## src/rtl/r4_pkg.sv

```systemverilog
// rtl/r4_pkg.sv - shared states, constants and sample type for the radix-4 butterfly sequencer
package r4_pkg;

  localparam int R4_N       = 4;
  localparam int SEL_EN_BIT = 2;
  localparam int R4_W       = 4;

  typedef enum logic [2:0] {
    IDLE,
    LOAD,
    SETTLE,
    CAPTURE,
    DRAIN
  } r4_state_t;

  typedef struct packed {
    logic [R4_W-1:0] re;
    logic [R4_W-1:0] im;
  } cplx_t;

endpackage

```

## src/rtl/r4_result_buf.sv

```systemverilog
// rtl/r4_result_buf.sv - four-entry complex result store, one write port and one read port
module r4_result_buf
  import r4_pkg::*;
#(
  parameter int W = 4
) (
  input  logic         clk,
  input  logic         rst,
  input  logic         wr_en,
  input  logic [1:0]   wr_idx,
  input  logic [W-1:0] wr_re,
  input  logic [W-1:0] wr_im,
  input  logic [1:0]   rd_idx,
  output logic [W-1:0] rd_re,
  output logic [W-1:0] rd_im
);

  typedef struct packed {
    logic [W-1:0] re;
    logic [W-1:0] im;
  } cplx_w_t;

  cplx_w_t mem [R4_N];

  always_ff @(posedge clk or posedge rst) begin
    if (rst) begin
      for (int i = 0; i < R4_N; i++) begin
        mem[i] <= '0;
      end
    end else if (wr_en) begin
      mem[wr_idx] <= {wr_re, wr_im};
    end
  end

  assign rd_re = mem[rd_idx].re;
  assign rd_im = mem[rd_idx].im;

endmodule

```

## src/rtl/r4_butter_seq.sv

```systemverilog
// rtl/r4_butter_seq.sv - loads four samples, steps the butterfly select lines, returns four results
module r4_butter_seq #(
  parameter int W      = 4,
  parameter int SETTLE = 1
) (
  input  logic         wb_clk_i,
  input  logic         wb_rst_i,
  input  logic         start,
  input  logic         abort,
  input  logic         in_valid,
  output logic         in_ready,
  input  logic [W-1:0] in_re,
  input  logic [W-1:0] in_im,
  output logic [W-1:0] xr0,
  output logic [W-1:0] xr1,
  output logic [W-1:0] xr2,
  output logic [W-1:0] xr3,
  output logic [W-1:0] xi0,
  output logic [W-1:0] xi1,
  output logic [W-1:0] xi2,
  output logic [W-1:0] xi3,
  output logic [2:0]   sel,
  input  logic [W-1:0] Xr,
  input  logic [W-1:0] Xi,
  output logic         out_valid,
  input  logic         out_ready,
  output logic [W-1:0] out_re,
  output logic [W-1:0] out_im,
  output logic [1:0]   out_idx,
  output logic         busy,
  output logic         done
);

  // The SETTLE parameter shadows the state name, so that state is always package-qualified.
  import r4_pkg::r4_state_t;
  import r4_pkg::IDLE;
  import r4_pkg::LOAD;
  import r4_pkg::CAPTURE;
  import r4_pkg::DRAIN;
  import r4_pkg::R4_N;
  import r4_pkg::SEL_EN_BIT;

  localparam logic [3:0] SETTLE_LD = 4'(SETTLE);
  localparam logic [1:0] LAST_IDX  = 2'(R4_N - 1);

  typedef struct packed {
    logic [W-1:0] re;
    logic [W-1:0] im;
  } cplx_w_t;

  r4_state_t    state_q, state_d;
  logic [1:0]   cnt_q, cnt_d;
  logic [1:0]   k_q, k_d;
  logic [1:0]   ptr_q, ptr_d;
  logic [3:0]   wait_q, wait_d;
  logic         op_we, cap_we, done_d;
  logic [2:0]   sel_d;
  logic [W-1:0] rd_re, rd_im;
  cplx_w_t      op_q [R4_N];

  always_comb begin
    state_d = state_q;
    cnt_d   = cnt_q;
    k_d     = k_q;
    ptr_d   = ptr_q;
    wait_d  = wait_q;
    op_we   = 1'b0;
    cap_we  = 1'b0;
    done_d  = 1'b0;
    if (abort) begin
      state_d = IDLE;
      cnt_d   = '0;
      k_d     = '0;
      ptr_d   = '0;
      wait_d  = '0;
    end else begin
      unique case (state_q)
        IDLE: begin
          if (start) begin
            state_d = LOAD;
            cnt_d   = '0;
          end
        end
        LOAD: begin
          if (in_valid && in_ready) begin
            op_we = 1'b1;
            cnt_d = cnt_q + 2'd1;
            if (cnt_q == LAST_IDX) begin
              k_d     = '0;
              wait_d  = SETTLE_LD;
              state_d = (SETTLE_LD == 4'd0) ? CAPTURE : r4_pkg::SETTLE;
            end
          end
        end
        r4_pkg::SETTLE: begin
          wait_d = (wait_q == 4'd0) ? 4'd0 : wait_q - 4'd1;
          if (wait_q <= 4'd1) state_d = CAPTURE;
        end
        CAPTURE: begin
          cap_we = 1'b1;
          if (k_q != LAST_IDX) begin
            k_d     = k_q + 2'd1;
            wait_d  = SETTLE_LD;
            state_d = (SETTLE_LD == 4'd0) ? CAPTURE : r4_pkg::SETTLE;
          end else begin
            ptr_d   = '0;
            state_d = DRAIN;
          end
        end
        DRAIN: begin
          if (out_valid && out_ready) begin
            ptr_d = ptr_q + 2'd1;
            if (ptr_q == LAST_IDX) begin
              done_d  = 1'b1;
              state_d = IDLE;
            end
          end
        end
        default: state_d = IDLE;
      endcase
    end
  end

  // Select is enabled only while the butterfly result is being settled or captured.
  always_comb begin
    sel_d = '0;
    if (state_d == r4_pkg::SETTLE || state_d == CAPTURE) begin
      sel_d[SEL_EN_BIT] = 1'b1;
      sel_d[1:0]        = k_d;
    end
  end

  always_ff @(posedge wb_clk_i or posedge wb_rst_i) begin
    if (wb_rst_i) begin
      state_q <= IDLE;
      cnt_q   <= '0;
      k_q     <= '0;
      ptr_q   <= '0;
      wait_q  <= '0;
    end else begin
      state_q <= state_d;
      cnt_q   <= cnt_d;
      k_q     <= k_d;
      ptr_q   <= ptr_d;
      wait_q  <= wait_d;
    end
  end

  always_ff @(posedge wb_clk_i or posedge wb_rst_i) begin
    if (wb_rst_i) begin
      for (int i = 0; i < R4_N; i++) begin
        op_q[i] <= '0;
      end
    end else if (op_we) begin
      op_q[cnt_q] <= {in_re, in_im};
    end
  end

  // Every handshake and data output is a flop fed from the next-state decode.
  always_ff @(posedge wb_clk_i or posedge wb_rst_i) begin
    if (wb_rst_i) begin
      in_ready  <= 1'b0;
      out_valid <= 1'b0;
      busy      <= 1'b0;
      done      <= 1'b0;
      sel       <= '0;
      out_re    <= '0;
      out_im    <= '0;
      out_idx   <= '0;
    end else begin
      in_ready  <= (state_d == LOAD);
      out_valid <= (state_d == DRAIN);
      busy      <= (state_d != IDLE);
      done      <= done_d;
      sel       <= sel_d;
      out_re    <= (state_d == DRAIN) ? rd_re : '0;
      out_im    <= (state_d == DRAIN) ? rd_im : '0;
      out_idx   <= (state_d == DRAIN) ? ptr_d : '0;
    end
  end

  r4_result_buf #(.W(W)) u_result_buf (
    .clk    (wb_clk_i),
    .rst    (wb_rst_i),
    .wr_en  (cap_we),
    .wr_idx (k_q),
    .wr_re  (Xr),
    .wr_im  (Xi),
    .rd_idx (ptr_d),
    .rd_re  (rd_re),
    .rd_im  (rd_im)
  );

  assign xr0 = op_q[0].re;
  assign xr1 = op_q[1].re;
  assign xr2 = op_q[2].re;
  assign xr3 = op_q[3].re;
  assign xi0 = op_q[0].im;
  assign xi1 = op_q[1].im;
  assign xi2 = op_q[2].im;
  assign xi3 = op_q[3].im;

endmodule

```

## config.mk

```make
export PLATFORM = sky130hd
export DESIGN_NAME = r4_butter_seq
export DESIGN_NICKNAME = d
export VERILOG_FILES = /design/src/rtl/r4_pkg.sv /design/src/rtl/r4_result_buf.sv /design/src/rtl/r4_butter_seq.sv
export SDC_FILE = /design/constraint.sdc
export NUM_CORES = 1
export LEC_CHECK = 0
export BUFFER_PORTS_ARGS = -buffer_cell sky130_fd_sc_hd__buf_4
export CAP_MARGIN = 20
export CORE_MARGIN = 10
export CORE_UTILIZATION = 30
export CTS_CLUSTER_DIAMETER = 150
export DETAILED_ROUTE_END_ITERATION = 8
export GPL_ROUTABILITY_DRIVEN = 0
export PLACE_DENSITY_LB_ADDON = 0.1
export SLEW_MARGIN = 20
export SYNTH_ARGS = -nofsm -noshare
export SYNTH_HDL_FRONTEND = slang
export SYNTH_HIERARCHICAL = 1
export SYNTH_SLANG_ARGS = --single-unit
```

## constraint.sdc

```tcl
create_clock -name wb_clk_i -period 2.8 [get_ports wb_clk_i]
set_input_delay 0.28 -clock wb_clk_i [delete_from_list [all_inputs] [get_ports wb_clk_i]]
set_output_delay 0.28 -clock wb_clk_i [all_outputs]
set_load 0.03 [all_outputs]
```

Word-level counts from Yosys, hierarchy flattened:

Cells that the tools add are included.

* shift operators: 0
* add/sub/neg operators: 4
* equality and inequality tests: 15
* div/mod/pow operators: 0
* reduce and logical (&&, ||, !) cells: 12
* multiplexer cells: 50
* bitwise operators: 3
* $lt $le $gt $ge: 6
* multiply operators: 0

Operator list (number)
* $bwmux 32: 2
* $demux 8 s2: 2
* $mux 8: 4
* $mux 4: 7
* $mux 3: 9
* $mux 2: 11
* $bmux 8 s2: 1
* $pmux 3 s5: 1
* $eq 3x2->1 const B: 4
* $ne 3x3->1 const B: 4
* $pmux 2 s2: 3
* $pmux 4 s3: 1
* $ge 3x3->1 const B: 3
* $mux 1: 9
* $not 2->3: 3
* $add 2x1->2 const B: 3
* $eq 3x1->1 const B: 2
* $eq 3x3->1 const B: 2
* $lt 3x1->1 const B: 2
* $reduce_bool 3->1: 2
* $eq 2x2->1 const B: 2
* $le 4x1->1 const B: 1
* $logic_and 1x1->1: 4
* $logic_not 4->1: 1
* other kinds (7): 7

* input port bits: 22
* bits in read-only memories: 0
* output and inout bits: 49
* register bits after elaboration: 94
* RAM bits: 0
* latch bits: 0
* logic and storage cells: 119
* memories: 0

Depth between registers and ports, before layout:

* depth after elaboration: 9
* mapped depth: 8
* gate-level depth less buffers: 6

Hierarchy:

Netlist, hierarchy kept.

Modules (own cells, without submodules)
* r4_butter_seq: area each 2582.5 µm², cells an instance 195, instances 1, seq. area each 1551.5 µm²
* r4_result_buf: area each 1405.1 µm², cells an instance 79, instances 1, seq. area each 800.8 µm²

Worst setup path before layout:

Ideal clock, no wire load.

* path type: register to register
* start: reg state_q[0]
* end: reg out_im[0]
* setup time: 0.119 ns
* buffers on the path: 2
* data required time: 2.681 ns
* setup slack: 0.461 ns
* period minus slack after synthesis: 2.339 ns
* arrival: 2.220 ns
* cell stages (with the launch flop): 9
* cell sequence: dfrtp_1 > buf_4 > nor3b_1 > nand3_1 > xor2_1 > nor3_1 > buf_2 > mux4_2 > and2_1

* word-level cells in the longest chain between the ends: 8
* elaborated cells on any way between the ends: 21
* those cells by class: 5 x eq/ne; 14 x mux; 1 x bitwise; 1 x reduce/logical

RTL lines
* from (decl): RTL line r4_butter_seq.sv:51 `r4_state_t state_q, state_d;`
* from (signal assigned): RTL line r4_butter_seq.sv:141 `state_q <= state_d;`
* $eq 3x3->1 / $eq 3x2->1 (equally long branches): RTL line r4_butter_seq.sv:77 `unique case (state_q)`
* $pmux 2 s2 (*): RTL line r4_butter_seq.sv:77
* $mux 2 (*): RTL line r4_butter_seq.sv:70 `if (abort) begin`
* via ptr_d[0]: RTL line r4_butter_seq.sv:54 `logic [1:0] ptr_q, ptr_d;`
* $not 2->3 (not written as such) (*): RTL line r4_result_buf.sv:36 `assign rd_im = mem[rd_idx].im;`
* $bmux 8 s2 (*): RTL line r4_result_buf.sv:36
* $mux 8 (*) (2 in a row)
* via rd_im[0]: RTL line r4_butter_seq.sv:58 `logic [W-1:0] rd_re, rd_im;`
* $mux 4 (*): RTL line r4_butter_seq.sv:177 `out_im <= (state_d == DRAIN) ? rd_im : '0;`
* to (signal assigned): RTL line r4_butter_seq.sv:177
* to (decl): RTL line r4_butter_seq.sv:28 `output logic [W-1:0] out_im,`

Mark *: on every way through the listed nets, which the timed path passes. The rest lies on a longest branch. The select of a mux whose other input is x is not followed.
A chain may end at the register's enable or synchronous reset.

Final worst setup path:

* start: reg state_q[1]
* end: reg out_im[0]

Same word-level chain as after synthesis.

==> flow_summary_export.csv <==
group,metric,value,unit
timing,clock.fmax,384.7,MHz
critical_path,crit_chain,"nor3b_1, nand4_1, a21oi_1, mux4_2, and2_1",
timing,finalCriticalPeriod,2.600,ns
global_route,grt_pass1_wl,14680,um
clock_tree,clkLatencyLatePin,0.34,ns
clock_tree,cts_buffers,9,
critical_path,cp_max_fo,9,
clock_tree,htree_levels,3,
cells_and_area,nNetsFinal,382,
critical_path,crit_slowest_cell,"a21oi_1",
critical_path,cp_num_buf_inv,0,
power_and_ir_drop,p_per_area,574.2,mW/mm^2
yosys,syn-num-nets,301,
timing,min_period_over_period,92.84,%
global_route,grt_max_degree,45,
yosys,synth_enable_flop_cells,0,
yosys,ys_seq_area_share,58.99,%
die,core_area,0.01314,sq mm
global_route,grt_pass1_vias,2665,
yosys,syn-instance-count,274,
critical_path,cp_top_family,"compound AO/OA/AOI/OAI gates",
route,wirelength,9194,um
route,vias,2484,
timing,setup_violations,0,
global_route,grt_usage,10.36,%
clock_tree,post_cts_buffers,0,
critical_path,cp-start-kind,"register",
yosys,synth.top_cell.area_share,58.99,%
clock_tree,ctsHoldBuffers,1,
power_and_ir_drop,p_total,2.909,mW
clock_tree,cts.clk_slew.worst_paths,0.07,ns
route,drc_errors,0,
yosys,synthTopCellsByCount,"94 x dfrtp_1, 63 x mux2_2, 10 x a21oi_1, 10 x and2_1, 8 x mux4_2",
die,start_util,30.35,%
yosys,ys_warn_count,6,
yosys,yosysUniqueCellTypes,47,
timing,slew-limit-headroom,30.96,%
die,ioPinCount,71,
cells_and_area,diodes,0,
clock_tree,cts_tree,"built",
die,die_y,135.3,um
clock_tree,clock-sinks,94,
timing,finalHoldViolCount,0,
timing,rsz0062_at_grt,"false",
yosys,async_flop_share,100.0,%
clock_tree,cts_resized,0,
critical_path,arrival,2.83,ns
place,io_buffers,70,
timing,finalSetupTns,0,ns
critical_path,worstPathRequired,3.03,ns
cells_and_area,area_delta_synth_final,27.08,%
critical_path,reg2reg_slack,0.20,ns
timing,drv_slew,0,
cells_and_area,final_cells,536,
run_status,status,"finished, final reports clean",
die,die_w,135.3,um
power_and_ir_drop,ir_drop,0.2199,mV
yosys,synth_top_area_cell,"dfrtp_1",
cells_and_area,drive_above_1_share,49.44,%
cells_and_area,n_fill_cell,1275,
yosys,synth-seq-cells,94,
yosys,synth.avg_cell_area,14.55,sq um
place,dpl.hpwl,6523,um
clock_tree,cts_root_buf,"clkbuf_16",
route,viasPerCell,4.634,
hold_path,hold_path_class,"in2reg",
yosys,synth.most_common_cell,"dfrtp_1",
route,drtIter0Drc,124,
global_route,grt-ovfl-total,0,
timing,worst_pin_slew,1.036,ns
job,maxCapViolCount,0,
die,row_count,42,
yosys,synth_top_flop_cell,"dfrtp_1",
route,antenna_left,0,
route,wl_per_cell,17.15,um
clock_tree,clock_tree.buffer_depth,2,
timing,skew,0.008365,ns
global_route,grt_antenna_before_repair,0,
critical_path,critPathKind,"reg2reg",
route,dr.pass1.iters,4,
yosys,synth.cell_area,0.003988,sq mm
critical_path,slowest_delay,0.82,ns
die,die_area,0.01830,sq mm
place,place_inst,519,
yosys,yosys-top-cells-area,"dfrtp_1 59%, mux2_2 18%, mux4_2 4.5%",
power_and_ir_drop,power.leakage,2.495,nW
critical_path,worstSetupEndpointType,"register",
## area by class of cell
| cell class | count | area, sq um | area share [%] |
|---|---|---|---|
| clock inverter | 7 | 72.57 | 1.432 |
| timing repair buffer | 79 | 608.1 | 12.00 |
| sequential | 94 | 2352 | 46.42 |
| inverter | 7 | 26.28 | 0.5185 |
| tap | 176 | 220.2 | 4.346 |
| clock buffer | 9 | 225.2 | 4.444 |
| multi-input combinational | 164 | 1563 | 30.84 |
## metrics by stage
stage          utilization, %  worst slack [ns]  cell area, sq um  hold slack [ns]
6_report                38.57            0.2005              5067           0.1826
5_1_grt                 38.57           0.01351              5067           0.1769
4_1_cts                 38.57            0.1552              5067           0.1718
3_5_place_dp            36.23            0.1639              4760           0.3348
3_3_place_gp            36.23            0.1767              4760           0.3332
2_1_floorplan               -            0.4612              3988           0.3962
## placed cells by master, fill, tap and decap left out, types with 5 or more instances in the layout
cell type	Yosys	final
dfrtp_1	94	94
mux4_2	8	8
inv_1	7	6
and2_1	10	10
nor2_1	5	5
mux2_2	63	63
buf_4	2	77
nor3b_1	5	5
nor3_1	6	5
a21oi_1	10	10
o21ai_0	6	6
clkbuf_16	0	9
ha_1	5	5
## routing by layer
metal  vias to the layer above  wire (um)  global-route usage [%]
met1                      1240       4142                   12.90
met4                         0        169                   4.725
met5                         -          0                       0
met2                        58       4319                   15.95
met3                        14        563                   3.450
li1                       1172          -                       -
## kinds of logic (layout without fill, tap and decap cells)
group,after synthesis,in the layout,synth area share (%)
buf+inv,16,102,1.945
fa+ha+maj,5,5,1.569
mux,73,73,22.84
xor+xnor,1,1,0.2197
flops,94,94,58.99
simple gates,57,57,10.07
compound gates,28,28,4.362
## flip-flops by register name (all words and copies together), names as in the netlist, 3 cells and up
signal,count
u_result_buf/mem,32
out_im,4
out_re,4
wait_q,4
xi0,4
xi1,4
xi2,4
xi3,4
xr0,4
xr1,4
xr2,4
xr3,4
sel,3
state_q,3
## power by group
| group | internal (mW) | switching, mW |
|---|---|---|
| clock network | 0.694 | 0.535 |
| logic | 0.103 | 0.160 |
| registers | 1.40 | 0.0222 |
| total | 2.19 | 0.717 |
## final timing paths
kind | start | end | depth (start not counted)
worst max register to register | state_q[1]$_DFF_PP0_ | out_im[0]$_DFF_PP0_ | 5
worst min-delay path | in_re[1] | xr1[1]$_DFFE_PP0P_ | 2
max in group asynchronous | wb_rst_i | wait_q[2]$_DFFE_PP0P_ | 4
worst max-delay path | state_q[1]$_DFF_PP0_ | out_im[0]$_DFF_PP0_ | 5
min in group asynchronous | wb_rst_i | out_re[3]$_DFF_PP0_ | 3
worst min register to register | u_result_buf/mem[11]$_DFFE_PP0P_ | u_result_buf/mem[11]$_DFFE_PP0P_ | 1
Note: power is estimated with default switching activity, not from simulation.
